### src/rtl/psum_acc.sv
// -----------------------------------------------------------------------------
// psum_acc
//   Partial-sum accumulation stage feeding the ReLU stage. It sums the 7-lane
//   partial-sum vectors of all input-channel tiles of one output tile. The
//   per-output-channel bias is added on the first beat. Every step saturates
//   to the signed W-bit range. Each finished vector is published on dout
//   together with a one-cycle dout_valid pulse.
//
// Ports
//   clk         in   1   rising-edge clock
//   rst         in   1   synchronous active-high reset (highest priority)
//   clear       in   1   synchronous abort of the tile in progress
//   ci_tiles    in   CW  beats per output tile (0 means 1), sampled on beat 1
//   bias        in   W   signed bias, sampled on beat 1
//   din_valid   in   1   din carries a partial-sum vector this cycle
//   din         in   DW  partial sums, lane i = din[i*W +: W]
//   dout        out  DW  accumulated, biased, saturated result (held)
//   dout_valid  out  1   one-cycle pulse when dout is updated
//   busy        out  1   tile partially accumulated (FSM is in ACC)
//   beat_cnt    out  CW  beats accepted so far in the current tile
//
// Handshake: din_valid is a valid-only qualifier with no ready. The block
// accepts a beat in every cycle where din_valid=1 and clear=0. dout_valid is
// a pulse with no back-pressure, and dout holds until the next pulse.
// -----------------------------------------------------------------------------
module psum_acc #(
    parameter int LANES = 7,
    parameter int W     = 32,
    parameter int DW    = LANES * W,
    parameter int CW    = 8
) (
    input  logic          clk,
    input  logic          rst,
    input  logic          clear,
    input  logic [CW-1:0] ci_tiles,
    input  logic [W-1:0]  bias,
    input  logic          din_valid,
    input  logic [DW-1:0] din,
    output logic [DW-1:0] dout,
    output logic          dout_valid,
    output logic          busy,
    output logic [CW-1:0] beat_cnt
);

    typedef enum logic {IDLE = 1'b0, ACC = 1'b1} state_t;

    state_t        state, state_nxt;
    logic [DW-1:0] acc_q;
    logic [DW-1:0] sum_vec;
    logic [CW-1:0] n_lat;
    logic [CW-1:0] eff_n;
    logic          first_beat;
    logic          last_beat;

    // Signed W-bit add that clamps instead of wrapping. The sign-extended
    // W+1-bit sum overflowed exactly when its top two bits disagree.
    function automatic logic [W-1:0] sat_add(input logic [W-1:0] a,
                                             input logic [W-1:0] b);
        logic [W:0] s;
        s = {a[W-1], a} + {b[W-1], b};
        if (s[W] != s[W-1])
            sat_add = s[W] ? {1'b1, {(W-1){1'b0}}} : {1'b0, {(W-1){1'b1}}};
        else
            sat_add = s[W-1:0];
    endfunction

    // A tile count of zero is treated as a single-beat tile.
    assign eff_n      = (ci_tiles == '0) ? CW'(1) : ci_tiles;
    assign first_beat = (state == IDLE) && din_valid;
    // On the first beat, compare against the live count. On later beats,
    // compare against the latched count so that mid-tile changes are ignored.
    assign last_beat  = first_beat ? (eff_n == CW'(1))
                                   : (beat_cnt == (n_lat - CW'(1)));

    // The first beat adds the bias. Later beats add the running accumulator.
    always_comb begin
        sum_vec = '0;
        for (int i = 0; i < LANES; i++) begin
            sum_vec[i*W +: W] = sat_add(first_beat ? bias : acc_q[i*W +: W],
                                        din[i*W +: W]);
        end
    end

    // ---------------- FSM: state register ----------------
    always_ff @(posedge clk) begin
        if (rst) state <= IDLE;
        else     state <= state_nxt;
    end

    // ---------------- FSM: next-state logic ----------------
    always_comb begin
        state_nxt = state;
        if (clear)
            state_nxt = IDLE;
        else if (din_valid)
            state_nxt = last_beat ? IDLE : ACC;
    end

    // ---------------- FSM: outputs ----------------
    always_comb begin
        busy = (state == ACC);
    end

    // ---------------- datapath ----------------
    always_ff @(posedge clk) begin
        if (rst) begin
            acc_q      <= '0;
            n_lat      <= '0;
            beat_cnt   <= '0;
            dout       <= '0;
            dout_valid <= 1'b0;
        end else if (clear) begin
            // Drop the partial tile. dout keeps the last published result.
            acc_q      <= '0;
            beat_cnt   <= '0;
            dout_valid <= 1'b0;
        end else begin
            dout_valid <= 1'b0;
            if (din_valid) begin
                acc_q <= sum_vec;
                if (first_beat)
                    n_lat <= eff_n;
                if (last_beat) begin
                    dout       <= sum_vec;
                    dout_valid <= 1'b1;
                    beat_cnt   <= '0;
                end else begin
                    beat_cnt <= beat_cnt + CW'(1);
                end
            end
        end
    end

endmodule
### config.mk
export PLATFORM = sky130hd
export DESIGN_NAME = psum_acc
export DESIGN_NICKNAME = d
export VERILOG_FILES = /design/src/rtl/psum_acc.sv
export SDC_FILE = /design/constraint.sdc
export NUM_CORES = 2
export LEC_CHECK = 0
export CAP_MARGIN = 10
export CORE_MARGIN = 2
export CORE_UTILIZATION = 57
export CTS_BUF_LIST = sky130_fd_sc_hd__clkbuf_2 sky130_fd_sc_hd__clkbuf_4 sky130_fd_sc_hd__clkbuf_8
export DETAILED_ROUTE_END_ITERATION = 10
export GPL_TIMING_DRIVEN = 0
export PLACE_DENSITY_LB_ADDON = 0.2
export SKIP_CTS_REPAIR_TIMING = 1
export SLEW_MARGIN = 5
export SYNTH_ARGS = -nofsm -noshare
export SYNTH_HDL_FRONTEND = slang
export SYNTH_SLANG_ARGS = --single-unit
export TNS_END_PERCENT = 1
### constraint.sdc
create_clock -name clk -period 6.3 [get_ports clk]
set_clock_uncertainty 0.05 [all_clocks]
set_input_delay 1.575 -clock clk [delete_from_list [all_inputs] [get_ports clk]]
set_output_delay 1.575 -clock clk [all_outputs]
set_load 0.005 [all_outputs]
==> impl_metrics.env <==
export IMPL_min_path_type="register to register"
export IMPL_final_hold_viol_count=0
export IMPL_fin_crit_sh_pct=99.5
export IMPL_final_nets=5315
export IMPL_synth_edff_count=0
export IMPL_drt_vias_per_instance=6.30
export IMPL_routabilityCongestion=1.05
export IMPL_ys_types=107
export IMPL_syn_instance_count=4227
export IMPL_total_power_mw=9.66
export IMPL_areaGrowthSynthToFinish_pct=25.6
export IMPL_cts_sinks=466
export IMPL_grt_max_degree=13
export IMPL_relSlewSlack_pct=11.5
export IMPL_synth_seq_cells=466
export IMPL_clockBufferDepth=3
export IMPL_grtUsageTotal_pct=43.9
export IMPL_drive_gt1_share_pct=8.27
export IMPL_wl_mm=132
export IMPL_synth_area_um2=31700
export IMPL_port_buffers=500
export IMPL_insertion_delay_ns=0.73
export IMPL_outcome="finished, final reports clean"
export IMPL_synth_fp_nets=4728
export IMPL_drtAntennaViolNets=0
export IMPL_final_max_slew_viol_count=0
export IMPL_clkTransAtPathRegs_ns=0.06
export IMPL_cp_arrival_ns=6.83
export IMPL_crit_fanout=10
export IMPL_maxCapViolCount=0
export IMPL_design_area_um2=39800
export IMPL_grt_pass1_wl_mm=190
export IMPL_synth_ff_type="dfxtp_1"
export IMPL_grt_pass1_vias=32596
export IMPL_synth_area_per_cell_um2=7.49
export IMPL_coreArea_um2=55000
export IMPL_clock_fmax_mhz=160
export IMPL_wl_per_cell_um=23.4
export IMPL_row_count=86
export IMPL_vias=35472
export IMPL_ios=502
export IMPL_cts_max_level=3
export IMPL_critPathKind="primary input to register"
export IMPL_dieArea_um2=57500
export IMPL_fin_crit_ns=6.27
export IMPL_root_buffer="clkbuf_8"
export IMPL_dpl_instance_area_um2=37600
export IMPL_rsz0062_at_grt="true"
export IMPL_cts_buffers=83
export IMPL_yosysSeqAreaShare_pct=29.5
export IMPL_cp_start_kind="primary input"
export IMPL_drt_first_pass_iters=6
export IMPL_grt_overflow_total=0
export IMPL_async_flop_share_pct=0
export IMPL_fillers=4529
export IMPL_drc=0
export IMPL_setup_worst_path_end_class="register"
export IMPL_dp_hpwl_mm=98.4
export IMPL_fp_dieW_um=240
export IMPL_drtIter0Drc=3976
export IMPL_worst_pin_slew_ns=1.33
export IMPL_required_ns=6.86
export IMPL_setup_viol=0
export IMPL_dieHeight_um=240
export IMPL_power_density_nw_per_um2=243
export IMPL_p_leak_nw=16.8
export IMPL_peakVddDrop_v=0.000353
export IMPL_ys_warn_count=0
export IMPL_cts_tree="done"
export IMPL_initial_core_util_pct=57.6
export IMPL_antenna_found_initial=15
-- synthesized netlist by cell type, types with 24 or more instances --
| master | n | area share, % |
|---|---|---|
| nand2b_1 | 24 | 0.47 |
| nor2_1 | 410 | 4.9 |
| a211oi_1 | 210 | 5.0 |
| a21oi_1 | 503 | 8.0 |
| ha_1 | 226 | 8.9 |
| o21a_1 | 40 | 0.95 |
| nand3_1 | 70 | 1.1 |
| nor3_1 | 48 | 0.76 |
| nand4_1 | 40 | 0.79 |
| inv_1 | 56 | 0.66 |
| xnor2_1 | 123 | 3.4 |
| dfxtp_1 | 466 | 29 |
| nand2_1 | 784 | 9.3 |
| nor2b_1 | 24 | 0.47 |
| xor2_1 | 75 | 2.1 |
| a31oi_1 | 31 | 0.61 |
| buf_2 | 66 | 1.0 |
| clkbuf_1 | 167 | 2.0 |
| o21ai_0 | 317 | 5.0 |
| o21bai_1 | 39 | 0.92 |
| a211oi_2 | 39 | 1.5 |
| a21o_1 | 120 | 2.8 |
-- metal layers --
metal | share of wire, % | wire length [µm] | track usage [%] | up-vias
met3 | 12 | 16100 | 12.5 | 516
met1 | 38 | 49800 | 54.5 | 16448
li1 | - | - | - | 16278
met5 | 0.062 | 82 | 0 | -
met4 | 7.8 | 10300 | 31.5 | 12
met2 | 42 | 55500 | 65.1 | 2218
-- worst max-delay path, cell delays in order --
cell             delay (ns)
clkdlybuf4s50_1        0.56
clkbuf_4               0.35
nand2b_4               0.23
clkbuf_4               0.32
clkbuf_2               0.26
nand2_1                0.11
nand2_1                0.06
ha_1                   0.36
a21oi_1                0.20
o21bai_1               0.11
a2111oi_2              0.42
nor2_1                 0.12
nor4b_1                0.59
o311ai_0               0.45
a21oi_1                0.40
mux2i_1                0.23
a31oi_1                0.16
a211oi_1               0.32
-- state kept, by name, indices dropped and copies added (netlist names) --
signal / cells
busy: 1
dout_valid: 1
n_lat: 8
acc_q: 224
beat_cnt: 8
dout: 224
-- layout make-up --
cell class                 count  area, µm²  share of cell area [%]
timing repair buffer         503       5030                    12.6
inverter                      57        216                   0.544
buffer                       254       1160                    2.92
multi-input combinational   3449      21200                    53.3
clock inverter                34        402                    1.01
sequential                   466       9330                    23.5
antenna                        9       22.5                  0.0566
clock buffer                 112       1480                    3.72
tap                          748        936                    2.35
-- stage by stage --
stage          setup slack, ns  instances  hold slack [ns]  utilization (%)  setup TNS (ns)
5_1_grt                -0.0114       5624            0.436             72.3         -0.0205
3_5_place_dp             -2.02       5475            0.396             68.4         -728.97
2_1_floorplan            0.870       4227            0.391                -               0
4_1_cts                  -1.38       5621            0.405             71.8         -414.74
6_report                0.0326       5632            0.404             72.3               0
3_3_place_gp             -1.97       5475            0.391             68.4         -699.15
-- path summary, 6_finish.rpt --
kind | from | end | slack [ns] | cells past startpoint
max | din_valid | dout[61] | 0.03 | 18
min | dout[127] | dout[127] | 0.40 | 2
max reg2reg | busy | dout[61] | 1.21 | 16
min reg2reg | dout[127] | dout[127] | 0.40 | 2
-- logic make-up after synthesis --
logic type	count (synthesis)	share of synthesized area, %
simple gates	1521	20.6
xor+xnor	199	5.53
mux	20	0.881
compound gates	1476	29.9
buf+inv	312	4.25
fa+ha+maj	233	9.37
flops	466	29.5
-- placed cells by master (no fill, tap or decap), types with 20 or more instances in the layout --
master,instances
o21a_1,40
nor3_1,48
o21ai_0,317
xnor2_1,122
nand2_1,759
nor2_1,407
xor2_1,75
nand3_1,70
ha_1,226
o21bai_1,39
buf_2,67
a31oi_1,30
o211ai_1,20
clkbuf_8,102
clkdlybuf4s50_1,500
nand4_1,40
a211oi_1,208
clkbuf_1,149
a21o_1,120
inv_1,56
nand2b_1,23
nor2b_1,24
and3_1,23
a211oi_2,41
a21oi_1,503
dfxtp_1,466
-- power by group --
part | switching, mW | internal, mW
clock | 1.42 | 1.86
combinational | 2.09 | 1.18
sequential | 0.0545 | 3.05
total | 3.56 | 6.10
(Power assumes the default switching activity.)
==> variant (same flow settings) <==
The parameter `CW` goes from 8 to 4.
--- a/src/rtl/psum_acc.sv
+++ b/src/rtl/psum_acc.sv
@@ -29,3 +29,3 @@
     parameter int DW    = LANES * W,
-    parameter int CW    = 8
+    parameter int CW    = 4
 ) (
Ports: changed (resized beat_cnt and ci_tiles); port bits go from 502 to 494. No check against the original RTL was run, so the function may have changed too.
==> variant against the original RTL <==
  * The run now ends with setup timing left
  * Cell area is 4.6% lower
  * Global-route usage is 1.3 points higher
  * Wire length shrank 0.20%
  * Area after synthesis decreased by 4.1%
  * Sequential cell count down 8
  * Power is 5.1% lower
  * Sequential share of layout area grew 0.72 points
  * Setup slack worse by 0.16 ns
  * Largest power group is now combinational cells
==> variant: results (changes against the original RTL) <==
clk slew on worst S/H paths - 0.06 ns (about the same)
initial antenna violation count - 8 (-7)
clk buf depth - 3 (unchanged)
placed inst area - 36,200 sq um (-3.8%)
Reg2Reg Depth - 19 (+3)
number of global-route vias before repair - 31,900 (-2.1%)
status - finished, violations left
final setup margin - -0.130 ns (-0.162 ns)
largest fanout on the critical path - 10 (unchanged)
Least-Margin Pin Slew - 1.41 ns (+0.0814 ns)
Starting DRT DRC Count - 4,233 (+6.5%)
leakage power - 16.7 nW (-0.81%)
layout cells sized above 1 - 5.83% (-2.4 points)
H-Tree Depth - 3 (unchanged)
biggest regs - acc_q (224), dout (224)
post-synthesis adder-cell area fraction - 9.77% (+0.40 points)
Hold Path Cell Cnt - 2 (unchanged)
Placement Setup Slack - -1.48 ns (+0.540 ns)
Critical-path top delay cell - nand2_2
Top FF cell, synth - dfxtp_1
final number of setup-violating endpoints - 45 (+45)
Pre-antenna DRT Iters - 9 (+3)
post-synthesis mux area share - 0.305% (-0.58 points)
failing checks - setup timing
port bufs - 492 (-1.6%)
Clock Tree Root - clkbuf_8
CP top delay family - simple AND/OR/NAND/NOR gates
complex-gate fraction of the synthesized area - 32.1% (+2.2 points)
maximum VDD drop - 0.000189 V (-46%)
switch share - 37.4% (+0.57 points)
register area share after synthesis - 30.2% (+0.72 points)
largest net degree at the start of global routing - 11 (-2)
Num CTS Buffers - 76 (-8.4%)
GP Congestion - 1.02 (-3.4%)
Distinct cells, synth - 92 (-14%)
HPWL after DPL - 98,800 um (+0.45%)
Syn Inst Count - 4,126 (-2.4%)
synth top area cells - dfxtp_1, a21oi_1, nand2_1
Max stage delay on crit path - 0.49 ns (-0.10 ns)
Syn Nets - 4,623 (-2.2%)
GRT Util Overall - 45.3% (+1.3 points)
WP data arrival - 6.93 ns (+0.10 ns)
detailed-route wire length - 132,000 um (-0.20%)
final non-filler cell total - 5,449 (-3.2%)
Post-synth top cells - nand2_1, a21oi_1, o21ai_0
post-synthesis xor/xnor area fraction - 5.93% (+0.40 points)
placed insts - 5,307 (-3.1%)
Final Net Count - 5,194 (-2.3%)
Worst-Skew Late Latency - 0.70 ns (-0.03 ns)
TNS Setup - -2.96 ns (-2.96 ns)
DR vias/cell - 6.41 (+1.8%)
global-route wire length before repair - 192,000 um (+0.93%)
Syn. warnings - 0 (unchanged)
[variant: cell families (layout without fill, tap and decap cells)]
| family | after synthesis | in the layout |
|---|---|---|
| other | 0 | 9 |
| buffers and inverters | 330 | 956 |
| XOR/XNOR | 204 | 204 |
| flip-flops | 458 | 458 |
| adder cells (fa/ha/maj) | 233 | 233 |
| AO/OA/AOI/OAI | 1662 | 1662 |
| multiplexers | 9 | 9 |
| AND/OR/NAND/NOR | 1230 | 1230 |
[variant: per-layer routing]
metal / share of wire [%] / wire length, um / vias up / global-route usage (%)
li1: - / - / 15900 / -
met1: 38 / 50600 / 16200 / 57.8
met2: 41 / 54000 / 2287 / 66.6
met3: 12 / 16200 / 561 / 11.4
met4: 8.1 / 10700 / 6 / 32.0
met5: 0.027 / 35 / - / 0
[variant: path summary, 6_finish.rpt]
kind                   from    endpoint  slack (ns)
setup reg to reg       busy    dout[77]        0.83
setup / recovery  din_valid  acc_q[103]       -0.13
hold reg to reg   dout[127]   dout[127]        0.41
hold / removal    dout[127]   dout[127]        0.41
[variant: power groups by stage]
| stage | registers (mW) | clock network [mW] | logic [mW] |
|---|---|---|---|
| after CTS | 3.07 | 2.85 | 3.09 |
| after global placement | 3.13 | 0 | 3.04 |
| after floorplan | 3.12 | 0 | 2.07 |
| after detailed placement | 3.13 | 0 | 3.06 |
| final | 3.08 | 2.87 | 3.22 |
| after global routing | 3.09 | 2.97 | 3.45 |
[variant: final cells by class]
cell class | instances | area (sq um)
sequential | 458 | 9170
tap | 688 | 861
multi-input combinational | 3338 | 20000
buffer | 259 | 1050
clock inverter | 17 | 150
fill | 4398 | 14700
antenna | 9 | 22.5
timing repair buffer | 493 | 4940
inverter | 71 | 267
clock buffer | 116 | 1460
